===== src/rtl/ir_pkg.sv =====
// Shared IR receiver types: FSM state encoding and NEC duration windows in sample ticks.
package ir_pkg;

   typedef enum logic [2:0] {
      IDLE,
      LEAD_MARK,
      LEAD_SPACE,
      BIT_MARK,
      BIT_SPACE,
      STOP_MARK,
      REP_STOP
   } ir_state_t;

   localparam logic [8:0] LEAD_MARK_MIN  = 9'd160;
   localparam logic [8:0] LEAD_MARK_MAX  = 9'd200;
   localparam logic [8:0] LEAD_SPACE_MIN = 9'd80;
   localparam logic [8:0] LEAD_SPACE_MAX = 9'd100;
   localparam logic [8:0] REP_SPACE_MIN  = 9'd36;
   localparam logic [8:0] REP_SPACE_MAX  = 9'd54;
   localparam logic [8:0] BIT_MARK_MIN   = 9'd8;
   localparam logic [8:0] BIT_MARK_MAX   = 9'd14;
   localparam logic [8:0] ZERO_SPACE_MIN = 9'd8;
   localparam logic [8:0] ZERO_SPACE_MAX = 9'd16;
   localparam logic [8:0] ONE_SPACE_MIN  = 9'd28;
   localparam logic [8:0] ONE_SPACE_MAX  = 9'd40;

   function automatic logic in_win(input logic [8:0] d, input logic [8:0] lo, input logic [8:0] hi);
      return (d >= lo) && (d <= hi);
   endfunction

endpackage


===== src/rtl/ir_tick_gen.sv =====
// Sample tick divider plus 2-flop synchroniser; level is the mark=1 input captured with each tick.
// tick and level are registered together, so level is fresh in the cycle tick is high.
module ir_tick_gen #(
   parameter int TICK_DIV   = 1250,
   parameter bit ACTIVE_LOW = 1'b1
) (
   input  logic clk25,
   input  logic rst,
   input  logic ir_in,
   output logic tick,
   output logic level
);
   localparam int CW = (TICK_DIV > 1) ? $clog2(TICK_DIV) : 1;

   logic [CW-1:0] cnt;
   logic [1:0]    sync;
   logic          at_end;

   assign at_end = (cnt == CW'(TICK_DIV - 1));

   // Synchroniser resets to the idle pin level so no phantom mark appears after reset.
   always_ff @(posedge clk25 or posedge rst) begin
      if (rst) begin
         sync  <= {2{ACTIVE_LOW}};
         cnt   <= '0;
         tick  <= 1'b0;
         level <= 1'b0;
      end else begin
         sync <= {sync[0], ir_in};
         cnt  <= at_end ? '0 : cnt + CW'(1);
         tick <= at_end;
         if (at_end)
            level <= sync[1] ^ ACTIVE_LOW;
      end
   end

endmodule


===== src/rtl/ir_nec_rx.sv =====
// NEC IR frame/repeat decoder: one-cycle valid/repeat_o/err strobes registered after the deciding tick.
// No backpressure; results and last-frame data are held until the next accepted frame.
module ir_nec_rx import ir_pkg::*; #(
   parameter int         TICK_DIV   = 1250,
   parameter bit         ACTIVE_LOW = 1'b1,
   parameter logic [1:0] CHECK_INV  = 2'b11
) (
   input  logic        clk25,
   input  logic        rst,
   input  logic        enable,
   input  logic        ir_in,
   output logic        valid,
   output logic        repeat_o,
   output logic        err,
   output logic [7:0]  addr,
   output logic [7:0]  cmd,
   output logic [31:0] raw,
   output logic        busy
);
   ir_state_t   state, state_d;
   logic        tick, level, prev_level, edge_seen, saturated;
   logic [7:0]  dur;
   logic [8:0]  dur_len;
   logic [31:0] sr;
   logic [5:0]  bit_cnt;
   logic        last_ok, frame_ok;
   logic        do_valid, do_rep, do_err, do_clr_ok, shift_en, shift_bit;

   ir_tick_gen #(.TICK_DIV(TICK_DIV), .ACTIVE_LOW(ACTIVE_LOW)) u_tick (
      .clk25 (clk25),
      .rst   (rst),
      .ir_in (ir_in),
      .tick  (tick),
      .level (level)
   );

   // dur counts samples after the first one of a level, so the finished level lasted dur+1 ticks.
   assign edge_seen = (level != prev_level);
   assign dur_len   = {1'b0, dur} + 9'd1;
   assign saturated = (dur == 8'hFF) && !edge_seen;
   assign frame_ok  = (!CHECK_INV[0] || (sr[15:8]  == ~sr[7:0])) &&
                      (!CHECK_INV[1] || (sr[31:24] == ~sr[23:16]));
   assign busy      = (state != IDLE);

   always_ff @(posedge clk25 or posedge rst) begin
      if (rst) state <= IDLE;
      else     state <= state_d;
   end

   always_comb begin
      state_d   = state;
      do_valid  = 1'b0;
      do_rep    = 1'b0;
      do_err    = 1'b0;
      do_clr_ok = 1'b0;
      shift_en  = 1'b0;
      shift_bit = 1'b0;
      if (!enable) begin
         state_d = IDLE;
      end else if (tick) begin
         if (state != IDLE && saturated) begin
            do_err  = 1'b1;
            state_d = IDLE;
         end else begin
            case (state)
               IDLE:       if (level) state_d = LEAD_MARK;
               LEAD_MARK:  if (edge_seen) begin
                  if (in_win(dur_len, LEAD_MARK_MIN, LEAD_MARK_MAX)) state_d = LEAD_SPACE;
                  else begin do_err = 1'b1; state_d = IDLE; end
               end
               LEAD_SPACE: if (edge_seen) begin
                  if (in_win(dur_len, LEAD_SPACE_MIN, LEAD_SPACE_MAX))     state_d = BIT_MARK;
                  else if (in_win(dur_len, REP_SPACE_MIN, REP_SPACE_MAX)) state_d = REP_STOP;
                  else begin do_err = 1'b1; state_d = IDLE; end
               end
               BIT_MARK:   if (edge_seen) begin
                  if (in_win(dur_len, BIT_MARK_MIN, BIT_MARK_MAX)) state_d = BIT_SPACE;
                  else begin do_err = 1'b1; state_d = IDLE; end
               end
               BIT_SPACE:  if (edge_seen) begin
                  if (in_win(dur_len, ZERO_SPACE_MIN, ZERO_SPACE_MAX)) shift_en = 1'b1;
                  else if (in_win(dur_len, ONE_SPACE_MIN, ONE_SPACE_MAX)) begin
                     shift_en  = 1'b1;
                     shift_bit = 1'b1;
                  end else begin
                     do_err  = 1'b1;
                     state_d = IDLE;
                  end
                  if (shift_en) state_d = (bit_cnt == 6'd31) ? STOP_MARK : BIT_MARK;
               end
               STOP_MARK:  if (edge_seen) begin
                  state_d = IDLE;
                  if (in_win(dur_len, BIT_MARK_MIN, BIT_MARK_MAX) && frame_ok) do_valid = 1'b1;
                  else begin
                     do_err    = 1'b1;
                     do_clr_ok = in_win(dur_len, BIT_MARK_MIN, BIT_MARK_MAX);
                  end
               end
               REP_STOP:   if (edge_seen) begin
                  state_d = IDLE;
                  if (in_win(dur_len, BIT_MARK_MIN, BIT_MARK_MAX) && last_ok) do_rep = 1'b1;
                  else do_err = 1'b1;
               end
               default:    state_d = IDLE;
            endcase
         end
      end
   end

   always_ff @(posedge clk25 or posedge rst) begin
      if (rst) begin
         prev_level <= 1'b0;
         dur        <= '0;
      end else if (tick) begin
         prev_level <= level;
         if (edge_seen)          dur <= '0;
         else if (dur != 8'hFF)  dur <= dur + 8'd1;
      end
   end

   // Shift register fills from the MSB side, so the first received bit ends up in raw[0].
   always_ff @(posedge clk25 or posedge rst) begin
      if (rst) begin
         sr       <= '0;
         bit_cnt  <= '0;
         valid    <= 1'b0;
         repeat_o <= 1'b0;
         err      <= 1'b0;
         addr     <= '0;
         cmd      <= '0;
         raw      <= '0;
         last_ok  <= 1'b0;
      end else begin
         valid    <= do_valid;
         repeat_o <= do_rep;
         err      <= do_err;
         if (state_d == IDLE) begin
            sr      <= '0;
            bit_cnt <= '0;
         end else if (shift_en) begin
            sr      <= {shift_bit, sr[31:1]};
            bit_cnt <= bit_cnt + 6'd1;
         end
         if (do_valid) begin
            raw     <= sr;
            addr    <= sr[7:0];
            cmd     <= sr[23:16];
            last_ok <= 1'b1;
         end else if (do_clr_ok) begin
            last_ok <= 1'b0;
         end
      end
   end

endmodule


===== config.mk =====
export PLATFORM = sky130hd
export DESIGN_NAME = ir_nec_rx
export DESIGN_NICKNAME = d
export VERILOG_FILES = /design/src/rtl/ir_pkg.sv /design/src/rtl/ir_tick_gen.sv /design/src/rtl/ir_nec_rx.sv
export SDC_FILE = /design/constraint.sdc
export NUM_CORES = 1
export LEC_CHECK = 0
export BUFFER_PORTS_ARGS = -buffer_cell sky130_fd_sc_hd__buf_2
export CORE_ASPECT_RATIO = 1.75
export CORE_MARGIN = 2
export CORE_UTILIZATION = 35
export CTS_CLUSTER_DIAMETER = 200
export DETAILED_ROUTE_END_ITERATION = 12
export PLACE_DENSITY = 0.62
export SYNTH_ARGS = -nofsm -noshare
export SYNTH_HDL_FRONTEND = slang
export SYNTH_SLANG_ARGS = --single-unit

===== constraint.sdc =====
create_clock -name clk25 -period 3.15 [get_ports clk25]
set_input_delay 0 -clock clk25 [delete_from_list [all_inputs] [get_ports clk25]]
set_output_delay 0 -clock clk25 [all_outputs]
set_load 0.02 [all_outputs]

==> results of run 1 <==
==> worst min path at each step <==
| stage | startpoint | to | cells after the start |
|---|---|---|---|
| after global placement | ir_in | u_tick.sync[0] | 1 |
| after floorplan | ir_in | u_tick.sync[0] | 0 |
| final | ir_in | u_tick.sync[0] | 2 |
| after global routing | ir_in | u_tick.sync[0] | 2 |
| after CTS | ir_in | u_tick.sync[0] | 2 |
| after detailed placement | ir_in | u_tick.sync[0] | 1 |
==> per-stage QoR <==
step           hold WS (ns)  cell area, um2  std cells  util, %
2_1_floorplan       0.00448            5680        612        -
3_3_place_gp          0.106            6140        825     38.7
3_5_place_dp          0.110            6140        825     38.7
4_1_cts               0.285            6450        844     40.6
5_1_grt               0.311            6650        849     41.9
6_report              0.286            6650        849     41.9
==> flip-flops by register name, summed over array words and instances (netlist names), 3 cells and up <==
name / flops
sr: 32
raw: 18
u_tick.cnt: 11
dur: 8
addr: 7
cmd: 7
bit_cnt: 6
state: 3
==> final cells by class <==
| class | instances | share of cell area [%] |
|---|---|---|
| clock buffers | 9 | 3.39 |
| clock inverters | 7 | 0.904 |
| inverters | 12 | 0.715 |
| multi-input cells | 441 | 43.4 |
| flip-flops and latches | 101 | 38.1 |
| well taps | 189 | 3.56 |
| repair buffers | 90 | 9.98 |
==> cells in the mapped netlist (3+ instances only) <==
library cell    n  area [um2]
nand2b_1        6        37.5
nor4_1          6        37.5
inv_1          11        41.3
a211oi_1        3        22.5
nand4_1        13        81.3
xor2_1         14         123
nand2_1       126         473
nor3_1          9        45.0
and4_1          4        35.0
nand3_1        16        80.1
ha_1            5        62.6
clkbuf_1       15        56.3
nor2_1         16        60.1
nand3b_1        6        45.0
mux2i_1        33         330
o31ai_1         8        60.1
a31oi_1         6        37.5
xnor2_1        20         175
a21oi_2        20         175
dfrtp_1        99        2480
buf_2          19        95.1
o21ai_0        22         110
buf_6           3        33.8
nor2b_1         6        37.5
a21oi_1        37         185
buf_4          20         150
nor3b_1         3        22.5
and3_1         12        75.1
nor4b_1         3        26.3
==> timing repair <==
item | 4_1_cts | 5_1_grt
setup buffers | 0 | 1
hold buffers | 3 | 0
endpoints found under the hold margin | 78 | 0
setup endpoints to repair | 0 | 38
resized for setup | 0 | 18
==> power breakdown <==
part	internal (mW)	switching [mW]	total, mW
Combinational	0.00482	0.0267	0.0315
Clock	0.549	0.536	1.08
Sequential	1.30	0.000410	1.30
Total	1.85	0.563	2.41
==> cells by family (layout without fill, tap and decap cells) <==
family	Yosys count	count (layout)	synth area share (%)
adder cells (fa/ha/maj)	5	5	1.10
AND/OR/NAND/NOR	240	240	20.7
multiplexers	35	35	6.21
XOR/XNOR	34	34	5.24
buffers and inverters	70	118	6.83
AO/OA/AOI/OAI	127	127	15.4
flip-flops	101	101	44.5
==> layer usage <==
layer  part of all wire [%]  up-vias  GRT usage (%)
met1                     38     2309           19.4
met4                    5.0        0           8.90
met5                      0        -              0
li1                       -     2226              -
met3                    2.1       41           2.06
met2                     55       86           31.2
==> cells in the final DEF (no fill, tap or decap), drive strengths merged, types with 9 or more instances in the layout <==
| cell | n |
|---|---|
| nand3 | 16 |
| dfrtp | 99 |
| nand2 | 126 |
| nor2 | 16 |
| xor2 | 14 |
| o21ai | 22 |
| xnor2 | 20 |
| nor3 | 9 |
| clkbuf | 11 |
| a21oi | 57 |
| and3 | 12 |
| inv | 14 |
| nand4 | 13 |
| mux2i | 33 |
| buf | 84 |
==> impl_summary.log, run 1 <==
[metrics] drt pass-1 iters: 4
[metrics] pre-CTS setup slack: 0.0346 ns
[metrics] core outline area: 15,900 um2
[metrics] clock sink count: 101
[metrics] Reg area: 2530 um2
[metrics] gr ovfl total: 0
[metrics] share of synthesized flip-flops with an asynchronous set or reset: 100%
[metrics] post-detailed-route DRC marker count: 0
[metrics] cell-by-cell trace of the critical path: buf_4 > ha_2 > and3b_1 > a311oi_4 > a2111o_1 > and4bb_2 > nor4_4 > bufbuf_16 > a21oi_1
[metrics] Clk Latency, worst-skew pair: 0.37 ns
[metrics] total standard cell area after synthesis: 5680 um2
[metrics] Seq/Total Area, Yosys: 44.5%
[metrics] wire length per cell after detailed routing: 17.7 um
[metrics] clock tree root buffer cell: clkbuf_16
[metrics] number of port buffers: 55
[metrics] Yosys reg bits: 101
[metrics] count of boundary I/O pins: 56
[metrics] first-pass GRT wire length: 24,000 um
[metrics] diodes inserted: 0
[metrics] slew at the pin closest to its max-slew limit: 0.984 ns
[metrics] result of the run: finished clean
[metrics] initial core utilization: 35.8%
[metrics] number of maximum-capacitance constraint violations: 0
[metrics] number of fill cells: 1,585
[metrics] detailed placement HPWL: 10,400 um
[metrics] worst setup path end: sr[21]
[metrics] die outline area: 17,300 um2
[metrics] final-stage net count: 664
[metrics] fin. max-slew vios: 0
[metrics] Largest stage delay, worst path: 0.41 ns
[metrics] Slew HR: 34.4%
[metrics] routability-driven placement congestion ratio: 0.899
[metrics] total detailed-routing wirelength: 15,100 um
[metrics] post-synth cell types: 69
[metrics] antenna-violating nets left: 0
[metrics] critical path start-end classification: reg2reg
[metrics] pwr dens: 363 nW/um2
[metrics] hold violation count in the final report: 0
[metrics] Worst setup startpoint: dur[1]
[metrics] vias per cell: 5.49
[metrics] Crit path depth: 9
[metrics] total negative slack: 0 ns
[metrics] Design Power: 2.41 mW
[metrics] LEAKAGE: 2.96 nW
[metrics] cell depth of the worst flop-to-flop path: 9
[metrics] multi-input combinational cell area: 2880 um2
[metrics] skew final: 0.0161 ns
[metrics] growth of design area from synthesis to finish: 17.0%
[metrics] master of the slowest instance on the critical path: dfrtp_1
[metrics] Die Ht: 173 um
[metrics] gr usage total: 17.3%
[metrics] mean instance size in the synthesized netlist: 9.28 um2
[metrics] register-to-register path setup slack: 0.07 ns
[metrics] number of placement rows: 61
[metrics] fraction of layout cells with a size suffix above 1: 22.4%
[metrics] Synth warnings: 0
[metrics] final setup fails: 0
[metrics] kind of cell adding the most delay to the critical path: simple AND/OR/NAND/NOR gates
[metrics] largest voltage drop on the vdd net: 0.000262 V
[metrics] vias after detailed routing: 4,662
[metrics] data arrival at the endpoint of the critical path: 3.32 ns
[metrics] number of cells produced by synthesis: 612
[metrics] Buffers & Inverters on Critical Path: 2
[metrics] class of the worst hold path: in2reg
[metrics] reg-to-reg critical path endpoint: sr[21]
[metrics] maximum fanout along the worst path: 19
[metrics] Data required, critical path: 3.39 ns
[metrics] most instantiated flip-flop cell in the synthesis netlist: dfrtp_1
[metrics] EDFF count, synth: 0
[metrics] die width: 100 um
[metrics] minimum period implied by the final worst setup slack: 3.08 ns
[metrics] kind of start point of the critical path: register
[metrics] clock tree from TritonCTS: done
[metrics] largest net degree at the start of global routing: 80
[metrics] post-route fraction of the period consumed by the critical path: 97.7%
[metrics] H-tree levels: 3
[metrics] CTS buffer count: 9
[metrics] clock slew at reported path FFs: 0.08 ns
[metrics] smallest setup slack after layout: 0.0734 ns
[metrics] Achievable Freq: 325 MHz
[metrics] Detailed Route Iter0 Violations: 378
[metrics] initial antenna violation count: 0
[metrics] via count of the first global-routing pass: 4,702
[metrics] maximum clock insertion buffer count: 2
[metrics] Mapped Nets: 621
[metrics] Reg-to-Reg Start: dur[1]
[metrics] critical path capture point type: register
No activity file was read; power rests on OpenSTA's default activity.
==> inputs of run 2 (changes only) <==
--- a/config.mk
+++ b/config.mk
@@ -11,7 +11,6 @@
 export CORE_UTILIZATION = 35
 export CTS_CLUSTER_DIAMETER = 200
 export DETAILED_ROUTE_END_ITERATION = 12
-export PLACE_DENSITY = 0.62
 export SYNTH_ARGS = -nofsm -noshare
 export SYNTH_HDL_FRONTEND = slang
 export SYNTH_SLANG_ARGS = --single-unit
==> impl_summary.log, run 2 (synthesis results as in run 1) <==
[metrics] result of the run: finished clean
[metrics] routability-driven placement congestion ratio: 0.942 (+4.8%)
[metrics] clock tree root buffer cell: clkbuf_16
[metrics] wire length per cell after detailed routing: 17.2 um (-3.3%)
[metrics] die width: 100 um (unchanged)
[metrics] placed instance area: 6130 um2 (-0.16%)
[metrics] hold path depth: 2 (unchanged)
[metrics] final setup fails: 0 (unchanged)
[metrics] register-to-register path setup slack: 0.16 ns (+0.08 ns)
[metrics] growth of design area from synthesis to finish: 14.1%
[metrics] fin. max-slew vios: 0 (unchanged)
[metrics] gr usage total: 17.4% (+0.17 points)
[metrics] most common cell after layout, fill and taps aside: nand2_1
[metrics] initial antenna violation count: 0 (unchanged)
[metrics] maximum clock insertion buffer count: 2 (unchanged)
[metrics] Slew HR: 41.7% (+7.3 points)
[metrics] Worst setup startpoint: dur[0]
[metrics] minimum period implied by the final worst setup slack: 2.99 ns (-0.0829 ns)
[metrics] cell depth of the worst flop-to-flop path: 10 (+1)
[metrics] Data required, critical path: 3.37 ns (-0.02 ns)
[metrics] worst setup path end: sr[13]
[metrics] Design Power: 2.53 mW (+4.6%)
[metrics] final design area excluding fillers: 6480 um2 (-2.5%)
[metrics] Clk Latency, worst-skew pair: 0.35 ns (-0.02 ns)
[metrics] clock slew at reported path FFs: 0.07 ns (about the same)
[metrics] detailed placement HPWL: 10,500 um (+0.90%)
[metrics] final-stage net count: 657 (-1.1%)
[metrics] Detailed Route Iter0 Violations: 244 (-35%)
[metrics] most frequent cells in the layout: 126 x nand2_1, 99 x dfrtp_1, 55 x buf_2
[metrics] kind of cell adding the most delay to the critical path: simple AND/OR/NAND/NOR gates
[metrics] WHS: 0.299 ns (+0.0130 ns)
[metrics] Largest stage delay, worst path: 0.40 ns (about the same)
[metrics] RSZ-0062 raised after global routing: no
[metrics] min-delay src: ir_in
[metrics] post-route core utilization: 40.8% (-1.0 points)
[metrics] post-route fraction of the period consumed by the critical path: 95.0% (-2.6 points)
[metrics] H-tree levels: 3 (unchanged)
[metrics] vias per cell: 5.57 (+1.4%)
[metrics] gr ovfl total: 0 (unchanged)
[metrics] number of port buffers: 55 (unchanged)
[metrics] initial core utilization: 35.8% (unchanged)
[metrics] slew at the pin closest to its max-slew limit: 0.875 ns (-0.109 ns)
[metrics] fraction of layout cells with a size suffix above 1: 19.4% (-3.0 points)
[metrics] total detailed-routing wirelength: 14,500 um (-4.1%)
[metrics] vias after detailed routing: 4,688 (+0.56%)
[metrics] total negative slack: 0 ns (unchanged)
[metrics] count of boundary I/O pins: 56 (unchanged)
[metrics] Crit path depth: 10 (+1)
[metrics] skew final: 0.00878 ns (-0.00731 ns)
[metrics] data arrival at the endpoint of the critical path: 3.21 ns (-0.11 ns)
[metrics] LEAKAGE: 2.90 nW (-2.0%)
[metrics] drt pass-1 iters: 5 (+1)
[metrics] register with the highest flop count: sr
[metrics] kind of start point of the critical path: register
[metrics] maximum fanout along the worst path: 38 (+19)
[metrics] Reg-to-Reg Start: dur[0]
[metrics] largest voltage drop on the vdd net: 0.000227 V (-13%)
[metrics] Die Ht: 173 um (unchanged)
[metrics] hold violation count in the final report: 0 (unchanged)
[metrics] largest net degree at the start of global routing: 71 (-11%)
[metrics] post-detailed-route DRC marker count: 0 (unchanged)
[metrics] number of placement rows: 61 (unchanged)
[metrics] number of maximum-capacitance constraint violations: 0 (unchanged)
[metrics] cell-by-cell trace of the critical path: buf_4 > ha_1 > or3b_1 > o211ai_1 > a221oi_1 > and3_1 > nor3b_1 > nor4_2 > buf_12 > a21oi_1
[metrics] class of the worst hold path: in2reg
[metrics] clock sink count: 101 (unchanged)
[metrics] critical path capture point type: register
[metrics] core outline area: 15,900 um2 (unchanged)
[metrics] flip-flop count of the largest register after layout: 32 (unchanged)
[metrics] clock tree from TritonCTS: done
[metrics] diodes inserted: 0 (unchanged)
[metrics] antenna-violating nets left: 0 (unchanged)
[metrics] Buffers & Inverters on Critical Path: 2 (unchanged)
[metrics] die outline area: 17,300 um2 (unchanged)
[metrics] Largest regs: sr (32), raw (18), u_tick.cnt (11)
[metrics] critical path start-end classification: reg2reg
[metrics] reg-to-reg critical path endpoint: sr[13]
[metrics] master of the slowest instance on the critical path: or3b_1
[metrics] pwr dens: 390 nW/um2 (+7.3%)
[metrics] first-pass GRT wire length: 24,200 um (+0.86%)
[metrics] Achievable Freq: 334 MHz (+2.8%)
[metrics] CTS buffer count: 9 (unchanged)
[metrics] via count of the first global-routing pass: 4,822 (+2.6%)
[run 2: layout make-up]
| type | instances | area [um2] |
|---|---|---|
| fill | 1605 | 9390 |
| multi-input combinational | 441 | 2800 |
| sequential | 101 | 2530 |
| timing repair buffer | 83 | 556 |
| tap | 189 | 236 |
| clock buffer | 11 | 233 |
| clock inverter | 5 | 83.8 |
| inverter | 12 | 47.5 |
[run 2: stage by stage]
| step | cells | setup slack, ns |
|---|---|---|
| after global routing | 842 | 0.00965 |
| after detailed placement | 822 | 0.196 |
| final | 842 | 0.156 |
| after CTS | 841 | 0.175 |
| after floorplan | 612 | 0.436 |
| after global placement | 822 | 0.264 |
[run 2: what timing repair did]
action | 4_1_cts | 5_1_grt
endpoints found under the hold margin | 68 | 0
gates resized for setup | 0 | 0
buffers inserted | 0 | 1
setup endpoints to repair | 0 | 24
hold buffers | 3 | 0
[run 2: worst min path at each step]
stage                                end
after floorplan           u_tick.sync[0]
after global placement    u_tick.sync[0]
after detailed placement  u_tick.sync[0]
after CTS                 u_tick.sync[0]
after global routing      u_tick.sync[0]
final                     u_tick.sync[0]
[run 2: power by group]
group	switching, mW	leakage [nW]	internal, mW
registers	0.000386	1.39	1.30
logic	0.0270	1.37	0.00564
clock network	0.495	0.146	0.700
total	0.522	2.90	2.00
[run 2: metal layers]
layer / wire [um] / track usage (%) / share of wire (%)
met1: 5570 / 19.6 / 39
met3: 422 / 2.59 / 2.9
met4: 702 / 9.59 / 4.9
met2: 7760 / 30.8 / 54
met5: 0 / 0 / 0
[run 2: worst register-to-register path, cell delays in order, from the launching register on]
cell      delay [ns]
dfrtp_1         0.39
buf_4           0.20
ha_1            0.37
or3b_1          0.40
o211ai_1        0.14
a221oi_1        0.16
and3_1          0.25
nor3b_1         0.17
nor4_2          0.38
buf_12          0.28
a21oi_1         0.13
==> inputs of run 3 (changes only) <==
--- a/config.mk
+++ b/config.mk
@@ -5,12 +5,14 @@
 export SDC_FILE = /design/constraint.sdc
 export NUM_CORES = 1
 export LEC_CHECK = 0
+export ABC_CLOCK_PERIOD_IN_PS = 3200
 export BUFFER_PORTS_ARGS = -buffer_cell sky130_fd_sc_hd__buf_2
 export CORE_ASPECT_RATIO = 1.75
 export CORE_MARGIN = 2
-export CORE_UTILIZATION = 35
+export CORE_UTILIZATION = 50
 export CTS_CLUSTER_DIAMETER = 200
 export DETAILED_ROUTE_END_ITERATION = 12
+export PLACE_DENSITY = 0.69
 export SYNTH_ARGS = -nofsm -noshare
 export SYNTH_HDL_FRONTEND = slang
 export SYNTH_SLANG_ARGS = --single-unit
==> constraint.sdc (replaced) <==
create_clock -name clk25 -period 3.2 [get_ports clk25]
set_input_delay 0 -clock clk25 [delete_from_list [all_inputs] [get_ports clk25]]
set_output_delay 0 -clock clk25 [all_outputs]
set_load 0.02 [all_outputs]
==> impl_summary.log, run 3 (synthesis results as in run 1) <==
[metrics] register with the highest flop count: sr
[metrics] cell depth of the worst flop-to-flop path: 10 (unchanged)
[metrics] portion of total power attributed to the clock network: 46.0% (-1.3 points)
[metrics] post-route core utilization: 57.4% (+17 points)
[metrics] data arrival at the endpoint of the critical path: 3.31 ns (+0.10 ns)
[metrics] H-tree levels: 3 (unchanged)
[metrics] kind of cell adding the most delay to the critical path: compound AO/OA/AOI/OAI gates
[metrics] class of the worst hold path: in2async
[metrics] vias after detailed routing: 4,635 (-1.1%)
[metrics] largest net degree at the start of global routing: 49 (-31%)
[metrics] register-to-register path setup slack: 0.15 ns (about the same)
[metrics] Clk Latency, worst-skew pair: 0.35 ns (about the same)
[metrics] core outline area: 11,100 um2 (-30%)
[metrics] total detailed-routing wirelength: 13,300 um (-7.7%)
[metrics] combinational share of power: 1.3% (about the same)
[metrics] Top Metal Used: met4
[metrics] P_int: 1.92 mW (-4.4%)
[metrics] master of the slowest instance on the critical path: a2111o_1
[metrics] clock slew at reported path FFs: 0.07 ns (about the same)
[metrics] routability-driven placement congestion ratio: 0.937 (-0.56%)
[metrics] post-detailed-route DRC marker count: 0 (unchanged)
[metrics] via count of the first global-routing pass: 4,562 (-5.4%)
[metrics] hold violation count in the final report: 0 (unchanged)
[metrics] clock tree root buffer cell: clkbuf_16
[metrics] number of maximum-capacitance constraint violations: 0 (unchanged)
[metrics] critical path capture point type: register
[metrics] metal3 WL: 495 um (+17%)
[metrics] kind of start point of the critical path: register
[metrics] Reg-to-Reg Start: dur[0]
[metrics] Data required, critical path: 3.46 ns (+0.09 ns)
[metrics] switching power: 509 uW (-2.6%)
[metrics] final-stage net count: 655 (-0.30%)
[metrics] slew at the pin closest to its max-slew limit: 0.610 ns (-0.265 ns)
[metrics] final setup fails: 0 (unchanged)
[metrics] number of fill cells: 998 (-38%)
[metrics] Detailed Route Iter0 Violations: 234 (-4.1%)
[metrics] Crit path depth: 10 (unchanged)
[metrics] die outline area: 12,300 um2 (-29%)
[metrics] wire length per cell after detailed routing: 17.0 um (-0.71%)
[metrics] number of standard cells in the final layout excluding fillers: 783 (-7.0%)
[metrics] total negative slack: 0 ns (unchanged)
[metrics] minimum period implied by the final worst setup slack: 3.05 ns (+0.0556 ns)
[metrics] diodes inserted: 0 (unchanged)
[metrics] Largest stage delay, worst path: 0.47 ns (+0.07 ns)
[metrics] number of instances in the placed design: 764 (-7.1%)
[metrics] detailed placement HPWL: 9510 um (-9.3%)
[metrics] Largest regs: sr (32), raw (18), u_tick.cnt (11)
[metrics] multi-input combinational cell area: 2810 um2 (+0.58%)
[metrics] CTS buffer count: 9 (unchanged)
[metrics] post-route fraction of the period consumed by the critical path: 95.3% (+0.25 points)
[metrics] die width: 84.6 um (-16%)
[metrics] largest voltage drop on the vdd net: 0.000539 V (+140%)
[metrics] maximum fanout along the worst path: 38 (unchanged)
[metrics] most common cell after layout, fill and taps aside: nand2_1
[metrics] Reg area: 2530 um2 (unchanged)
[metrics] initial antenna violation count: 0 (unchanged)
[metrics] met2 WL post-DR: 6820 um (-12%)
[metrics] skew final: 0.0118 ns (+0.00300 ns)
[metrics] number of port buffers: 55 (unchanged)
[metrics] initial core utilization: 51.2% (+15 points)
[metrics] first-pass GRT wire length: 22,000 um (-8.9%)
[metrics] drt pass-1 iters: 5 (unchanged)
[metrics] clock sink count: 101 (unchanged)
[metrics] growth of design area from synthesis to finish: 12.2%
[metrics] maximum clock insertion buffer count: 2 (unchanged)
[metrics] pwr dens: 380 nW/um2 (-2.5%)
[metrics] Slew HR: 59.0% (+17 points)
[metrics] clock tree from TritonCTS: done
[metrics] fraction of layout cells with a size suffix above 1: 20.1% (+0.67 points)
[metrics] sw frac: 21.0% (+0.31 points)
[metrics] gr usage total: 21.8% (+4.4 points)
[metrics] fin. max-slew vios: 0 (unchanged)
[metrics] antenna-violating nets left: 0 (unchanged)
[metrics] detailed-routing wirelength on met1: 5420 um (-2.6%)
[metrics] vias per cell: 5.92 (+6.3%)
[metrics] Achievable Freq: 328 MHz (-1.8%)
[metrics] LEAKAGE: 2.88 nW (-0.70%)
[metrics] number of setup buffers added after CTS: 0 (unchanged)
[metrics] count of boundary I/O pins: 56 (unchanged)
[metrics] Die Ht: 145 um (-16%)
[metrics] Buffers & Inverters on Critical Path: 2 (unchanged)
[metrics] most frequent cells in the layout: 126 x nand2_1, 99 x dfrtp_1, 55 x buf_2
[metrics] cell-by-cell trace of the critical path: ha_2 > buf_4 > or2_1 > a2111oi_2 > a311oi_2 > a2111o_1 > and4bb_1 > nor4_2 > buf_12 > a21oi_1
[metrics] number of placement rows: 51 (-16%)
[metrics] Seq pwr share: 52.7% (+1.3 points)
[metrics] result of the run: finished clean
[metrics] flip-flop count of the largest register after layout: 32 (unchanged)
[metrics] gr ovfl total: 0 (unchanged)
[metrics] WHS: 0.276 ns (-0.0238 ns)
[metrics] critical path start-end classification: reg2reg
[metrics] reg-to-reg critical path endpoint: sr[28]
## run 3: timing repair
action                                 in CTS  in global routing
hold buffers                                3                  0
setup endpoints to repair                   0                 38
gates resized for setup                     0                  5
endpoints found under the hold margin      46                  0
## run 3: worst max path at each step
stage               endpoint  startpoint  slack [ns]
floorplan             sr[31]      dur[1]        0.49
global placement      sr[27]      dur[0]        0.21
detailed placement    sr[28]      dur[0]        0.08
CTS                   sr[28]      dur[0]        0.05
global route          sr[22]      dur[0]       -0.01
finish                sr[28]      dur[0]        0.15
## run 3: final cells by class
cell class / instances / area share [%]
Clock buffer: 10 / 3.75
Clock inverter: 6 / 1.06
Inverter: 12 / 0.746
Multi-Input combinational cell: 441 / 44.1
Sequential cell: 101 / 39.7
Tap cell: 132 / 2.59
Timing Repair Buffer: 81 / 8.08
## run 3: power groups by stage
stage / combinational, mW / sequential, mW / clock (mW)
floorplan: 0.0185 / 1.30 / 0
global placement: 0.0296 / 1.30 / 0
detailed placement: 0.0305 / 1.30 / 0
CTS: 0.0332 / 1.28 / 1.13
global route: 0.0377 / 1.28 / 1.19
finish: 0.0314 / 1.28 / 1.11
## run 3: per-stage QoR
step           total power [mW]  instance area, um2  setup slack [ns]
2_1_floorplan              1.32                5680             0.486
3_3_place_gp               1.33                6020             0.208
4_1_cts                    2.44                6360            0.0526
6_report                   2.42                6380             0.151
3_5_place_dp               1.33                6020            0.0761
5_1_grt                    2.51                6380           -0.0141
## run 3: layer usage
layer | track usage [%] | vias up
met5 | 0 | -
met4 | 11.4 | 0
met3 | 3.30 | 48
met2 | 36.5 | 132
met1 | 26.7 | 2242
li1 | - | 2213
## run 3: worst register-to-register path: stages (launching register included)
cell and delay [ns]:
dfrtp_1 0.46, ha_2 0.27, buf_4 0.19, or2_1 0.27
a2111oi_2 0.39, a311oi_2 0.13, a2111o_1 0.47, and4bb_1 0.32
nor4_2 0.07, buf_12 0.21, a21oi_1 0.19
